===== config.mk =====
export PLATFORM = sky130hd
export DESIGN_NAME = sigma_16p_flat
export DESIGN_NICKNAME = d
export VERILOG_FILES = /design/src/rtl/sigma_16p_if.sv /design/src/rtl/sigma_16p.sv /design/src/flat_wrapper.sv
export SDC_FILE = /design/constraint.sdc
export NUM_CORES = 1
export LEC_CHECK = 0
export CORE_MARGIN = 1
export CORE_UTILIZATION = 25
export CTS_CLUSTER_DIAMETER = 40
export DETAILED_ROUTE_END_ITERATION = 10
export GPL_TIMING_DRIVEN = 0
export HOLD_SLACK_MARGIN = 0.06
export PLACE_DENSITY_LB_ADDON = 0.25
export SYNTH_ARGS = -nofsm -noshare
export SYNTH_HDL_FRONTEND = slang
export SYNTH_SLANG_ARGS = --single-unit

===== constraint.sdc =====
create_clock -name clk -period 5.52 [get_ports clk]
set_clock_uncertainty 0.15 [all_clocks]
set_input_delay 1.104 -clock clk [delete_from_list [all_inputs] [get_ports clk]]
set_output_delay 1.104 -clock clk [all_outputs]
set_load 0.005 [all_outputs]

===== src/rtl/sigma_16p_if.sv =====
// ---------------------------------------------------------------------------
// sigma_16p_if -- sample/result bundle for the 16-sample block summer.
//
//   data_in  [7:0]  sign-magnitude sample (bit7 = sign, bits[6:0] = magnitude)
//   syn_in          sample strobe; each rising edge marks one valid sample
//   data_out [11:0] two's-complement sum of the last completed 16-sample block
//   syn_out         one-cycle pulse accompanying every new data_out value
//
// master: the sample source (drives data_in/syn_in, observes the result)
// slave : the summer itself
// ---------------------------------------------------------------------------
interface sigma_16p_if;
  logic [7:0]  data_in;
  logic        syn_in;
  logic [11:0] data_out;
  logic        syn_out;

  modport master (output data_in, syn_in, input  data_out, syn_out);
  modport slave  (input  data_in, syn_in, output data_out, syn_out);
endinterface : sigma_16p_if


===== src/rtl/sigma_16p.sv =====
// ---------------------------------------------------------------------------
// sigma_16p -- sums blocks of 16 sign-magnitude samples.
//
// A sample is accepted on the clock where syn_in is high and was low on the
// previous clock. Samples are converted to 12-bit two's complement and added
// to a running partial sum; the 16th sample of a block completes the sum,
// which is presented on data_out together with a one-clock syn_out pulse.
// data_out holds until the next block completes.
//
// Ports:
//   clk  in  single clock, rising edge
//   res  in  asynchronous active-low reset; clears all state
//   bus  slave modport of sigma_16p_if (data_in, syn_in, data_out, syn_out)
// ---------------------------------------------------------------------------
module sigma_16p (
  input  logic       clk,
  input  logic       res,
  sigma_16p_if.slave bus
);

  logic        syn_d;
  logic        syn_edge;
  logic [3:0]  cnt;
  logic [11:0] acc;
  logic [11:0] value;
  logic [11:0] data_out_q;
  logic        syn_out_q;

  // Resetting syn_d to 0 means a strobe already high when reset is released
  // is taken as a fresh sample on the first clock.
  assign syn_edge = bus.syn_in & ~syn_d;

  // Sign-magnitude to two's complement. Negating a zero magnitude yields
  // zero, so 8'h80 needs no special case.
  // NOTE: every signal written in always_comb gets an unconditional default
  // first, so no path leaves it unassigned and no latch is inferred.
  always_comb begin
    value = {5'b0, bus.data_in[6:0]};
    if (bus.data_in[7]) begin
      value = -value;
    end
  end

  // NOTE: sequential state uses non-blocking assignments so every register
  // samples the pre-edge values, independent of statement order.
  always_ff @(posedge clk or negedge res) begin
    if (!res) begin
      syn_d      <= 1'b0;
      cnt        <= 4'd0;
      acc        <= 12'd0;
      data_out_q <= 12'd0;
      syn_out_q  <= 1'b0;
    end else begin
      syn_d     <= bus.syn_in;
      syn_out_q <= 1'b0;
      if (syn_edge) begin
        if (cnt == 4'd15) begin
          // The 16th sample closes the block; its value is part of the result.
          data_out_q <= acc + value;
          syn_out_q  <= 1'b1;
          acc        <= 12'd0;
          cnt        <= 4'd0;
        end else begin
          acc <= acc + value;
          cnt <= cnt + 4'd1;
        end
      end
    end
  end

  assign bus.data_out = data_out_q;
  assign bus.syn_out  = syn_out_q;

endmodule : sigma_16p


===== src/flat_wrapper.sv =====
// flat-port wrapper written by rule: the top's interface ports become plain ports
module sigma_16p_flat 
  (clk, res, bus_data_in, bus_syn_in, bus_data_out, bus_syn_out);
  sigma_16p_if bus_i ();
  input  logic clk;
  input  logic res;
  input wire logic [$bits(bus_i.data_in)-1:0] bus_data_in;
  input wire logic [$bits(bus_i.syn_in)-1:0] bus_syn_in;
  output wire logic [$bits(bus_i.data_out)-1:0] bus_data_out;
  output wire logic [$bits(bus_i.syn_out)-1:0] bus_syn_out;
  assign bus_i.data_in = bus_data_in;
  assign bus_i.syn_in = bus_syn_in;
  assign bus_data_out = bus_i.data_out;
  assign bus_syn_out = bus_i.syn_out;
  sigma_16p u_core (.clk(clk), .res(res), .bus(bus_i));
endmodule

# After elaboration in Yosys (flattened, before gate mapping)
# Index checks and enable logic that the tools add are counted.
# word_totals
regBits	30
out_inout_bits	13
word_cells	17
# classes
add_sub_neg	3
eq_ne	1
n_mux	5
bitwise_logic	2
n_reduce_logical	1
# op_table
operator	count
$mux 12	2
$add 12x12->12	1
$neg 7->12	1
$add 4x1->4 const B	1
$eq 4x4->1 const B	1
$mux 4	1
$mux 1	2
$reduce_and 2->1	1
$and 1x1->1	1
$not 1->1	1

# Longest topological paths before layout
# logic_depth
word_depth	4
mapped_depth	12
mapped_depth_nobuf	12

# Worst setup path before layout
# OpenSTA, ideal clock, no wires.
# synth_path
path_type	input-to-reg
start	in bus_data_in[1]
end	reg u_core.acc[11]
arrival_ns	3.495
required_time_ns	5.305
path_slack_ns	1.811
stages	9
path_buffers	0
path_cell_list	or4_4 o41ai_4 inv_2 ha_1 and3_1 a31oi_1 o31a_1 a2111oi_1 a21o_1
# synth_via
elab_chain_len	4
# synth_rtl
element	line_no	source
start: declaration	flat_wrapper.sv:7	input wire logic [$bits(bus_i.data_in)-1:0] bus_data_in;
$neg 7->12	sigma_16p.sv:40	value = -value;
$mux 12 (*)	sigma_16p.sv:39	if (bus.data_in[7]) begin
$add 12x12->12 (*)	sigma_16p.sv:64	acc <= acc + value;
$mux 12 (*)	sigma_16p.sv:57	if (cnt == 4'd15) begin
end signal: assignment	sigma_16p.sv:64	
end: declaration	sigma_16p.sv:24	logic [11:0] acc;
# Every way passes the cells marked *; elsewhere a longest branch is shown, timed or not.
# A chain may end at the register's enable or synchronous reset.

# Worst setup path after layout
# layout_path
start	in bus_data_in[0]
end	reg u_core.acc[11]
# Same word-level chain as after synthesis.

==> metrics.yaml <==
place:
  portBuffers: 22
  dp.cells: 311
  hpwlAfterDp_mm: 3.17
  place_ws_ns: 0.899
  place.gp.congestion: 0.745
yosys:
  synth.avg_cell_area_um2: 9.46
  ys_seq_area_share_pct: 41.3
  postSynthCellCount: 192
  synth-edff-count: 0
  ys_async_sr_fraction_pct: 100
  synth_seq_cells: 30
  synth-warning-count: 0
  synth_flop_cell: "dfrtp_1"
  synth_area_um2: 1820
  synthesis.nets: 218
  synth_cell_type_count: 38
die:
  core_area_um2: 6910
  start_util_pct: 26.3
  io_pins: 24
  die_area_um2: 7610
  die_w_um: 87.2
  rows: 30
  fp.dieH_um: 87.2
worst_setup_path:
  crit_type: "in -> reg"
  worstSetupEndpointType: "register"
  cp_max_fo: 5
  start_kind: "input port"
  rr_worst_depth: 7
  arrival_ns: 4.40
  cp.required_ns: 5.59
cts:
  cts-root-buf: "clkbuf_8"
  clkLatencyLatePin_ns: 0.28
  ctsResizeCount: 0
  cts_tree: "yes"
  cts_made_buffers: 5
  htreeDepth: 2
  postCtsSetupRepairBufs: 0
  cts.reportedPaths.clkPinSlew_ns: 0.06
  hold_buffers: 0
  cts_sinks: 30
  clk_path_buf_depth: 2
pwr:
  ir_drop_mv: 0.188
  power_density_nw_per_um2: 482
  leakagePower_nw: 1.03
  power_mw: 1.09
  comb_power_share_pct: 50.7
  power_frac_seq_pct: 34.2
  power_frac_clock_pct: 15.1
  switching_share_pct: 38.5
  power_switching_uw: 419
  p_int_uw: 670
sta:
  worst_pin_slew_ns: 0.631
  setup_viol: 0
  fin_crit_sh_pct: 78.5
  rsz0062_at_grt: "false"
  fin_setup_tns_ns: 0
  slew_headroom_pct: 57.8
  finalHoldViolations: 0
  timing.final.ws_setup_ns: 1.19
  timing.final.crit_period_ns: 4.33
  holdWs_ns: 0.321
  drv_slew: 0
  timing.fmax_mhz: 231
cells_and_area:
  layout_common_cells: "41 x nand2_1, 30 x dfrtp_1, 22 x clkdlybuf4s50_1"
  multi_input_area_um2: 1010
  layout-drive-gt1-share_pct: 7.66
  nets: 248
  final_common_cell: "nand2_1"
  regArea_um2: 751
  fillers: 747
  antenna_cells: 0
  synthToLayoutAreaGrowth_pct: 24.4
  layout.cells.non_filler: 318
detailed_routing:
  dr.pass1.iters: 4
  drtIter0Drc: 58
  ant_nets: 0
  post-route-drc-count: 0
  wire_per_inst_um: 13.0
  viasPerCell: 4.48
  vias: 1424
  routed_wl_mm: 4.13
status:
  outcome: "complete, no violations"
global_route:
  grt.total_usage_pct: 12.2
  gr-total-overflow: 0
  grt_pass1_vias: 1434
  grt_pass1_wl_mm: 7.02
  antenna_found_initial: 0
  grt_max_degree: 20
job:
  cap_violations: 0
worst_hold_path:
  hold_path_depth: 2
  min_path_type: "reg -> reg"
-- area by class of cell --
| cell class | count | area share (%) |
|---|---|---|
| multi-input cells | 148 | 44.7 |
| repair buffers | 23 | 11.0 |
| inverters | 8 | 1.33 |
| flip-flops and latches | 30 | 33.2 |
| well taps | 96 | 5.31 |
| plain buffers | 6 | 1.11 |
| clock buffers | 7 | 3.38 |
-- cells by family after synthesis --
logic type               share of synthesized area, %
AO/OA/AOI/OAI                                    20.7
XOR/XNOR                                         7.23
adder cells (fa/ha/maj)                          10.7
buffers and inverters                            3.03
flip-flops                                       41.3
multiplexers                                     2.41
AND/OR/NAND/NOR                                  14.5
-- synthesized netlist by cell type, types with 2 or more instances --
| library cell | count | area [um2] |
|---|---|---|
| o21bai_1 | 3 | 22.5 |
| clkbuf_1 | 4 | 15.0 |
| nor2_1 | 6 | 22.5 |
| mux2_2 | 3 | 33.8 |
| inv_1 | 6 | 22.5 |
| buf_2 | 2 | 10.0 |
| ha_1 | 14 | 175 |
| xnor2_1 | 13 | 114 |
| a31oi_1 | 2 | 12.5 |
| a21o_1 | 5 | 37.5 |
| a22o_1 | 2 | 17.5 |
| xor2_1 | 2 | 17.5 |
| dfrtp_1 | 30 | 751 |
| nor3_1 | 2 | 10.0 |
| o21ai_0 | 12 | 60.1 |
| nand3_1 | 4 | 20.0 |
| nand2_1 | 41 | 154 |
| o31ai_1 | 12 | 90.1 |
| a21oi_1 | 9 | 45.0 |
| and3_1 | 2 | 12.5 |
-- stage by stage --
stage / area, um2 / utilization, %
final: 2260 / 32.7
after global routing: 2260 / 32.7
after CTS: 2260 / 32.7
after detailed placement: 2180 / 31.6
after global placement: 2160 / 31.2
after floorplan: 1820 / -
-- layer usage --
layer	part of all wire, %	vias up	global-route usage (%)
li1	-	740	-
met1	53	645	17.1
met2	42	32	18.4
met3	3.9	7	3.03
met4	1.0	0	3.58
met5	0	-	0
-- path summary, 6_finish.rpt --
check / from / to / slack (ns)
setup / recovery: bus_data_in[0] / u_core.acc[11] / 1.19
hold / removal: u_core.acc[0] / u_core.acc[0] / 0.32
setup reg to reg: u_core.acc[4] / u_core.acc[11] / 2.81
hold reg to reg: u_core.acc[0] / u_core.acc[0] / 0.32
max in group asynchronous: res / u_core.acc[1] / 3.63
min in group asynchronous: res / u_core.bus.data_out[8] / 1.06
-- critical path: stages --
cell and delay (ns):
clkdlybuf4s50_1 0.58, inv_1 0.07, ha_1 0.28, nand2_1 0.06, o21ai_0 0.18, ha_1 0.37, a211oi_1 0.07, o31ai_1 0.45
a31oi_1 0.30, o31a_1 0.37, a2111oi_1 0.44, a21o_1 0.13
-- flip-flops by register name, indices dropped and copies added, names as in the netlist --
signal / flops
u_core.syn_d: 1
u_core.bus.data_out: 12
u_core.acc: 12
u_core.bus.syn_out: 1
u_core.cnt: 4
-- power groups by stage --
stage                     clock, mW  combinational (mW)  sequential (mW)
after floorplan                   0               0.371            0.367
after global placement            0               0.547            0.374
after detailed placement          0               0.552            0.377
after CTS                     0.171               0.556            0.374
after global routing          0.179               0.620            0.387
final                         0.165               0.552            0.372
Note: power is estimated with default switching activity, not from simulation.
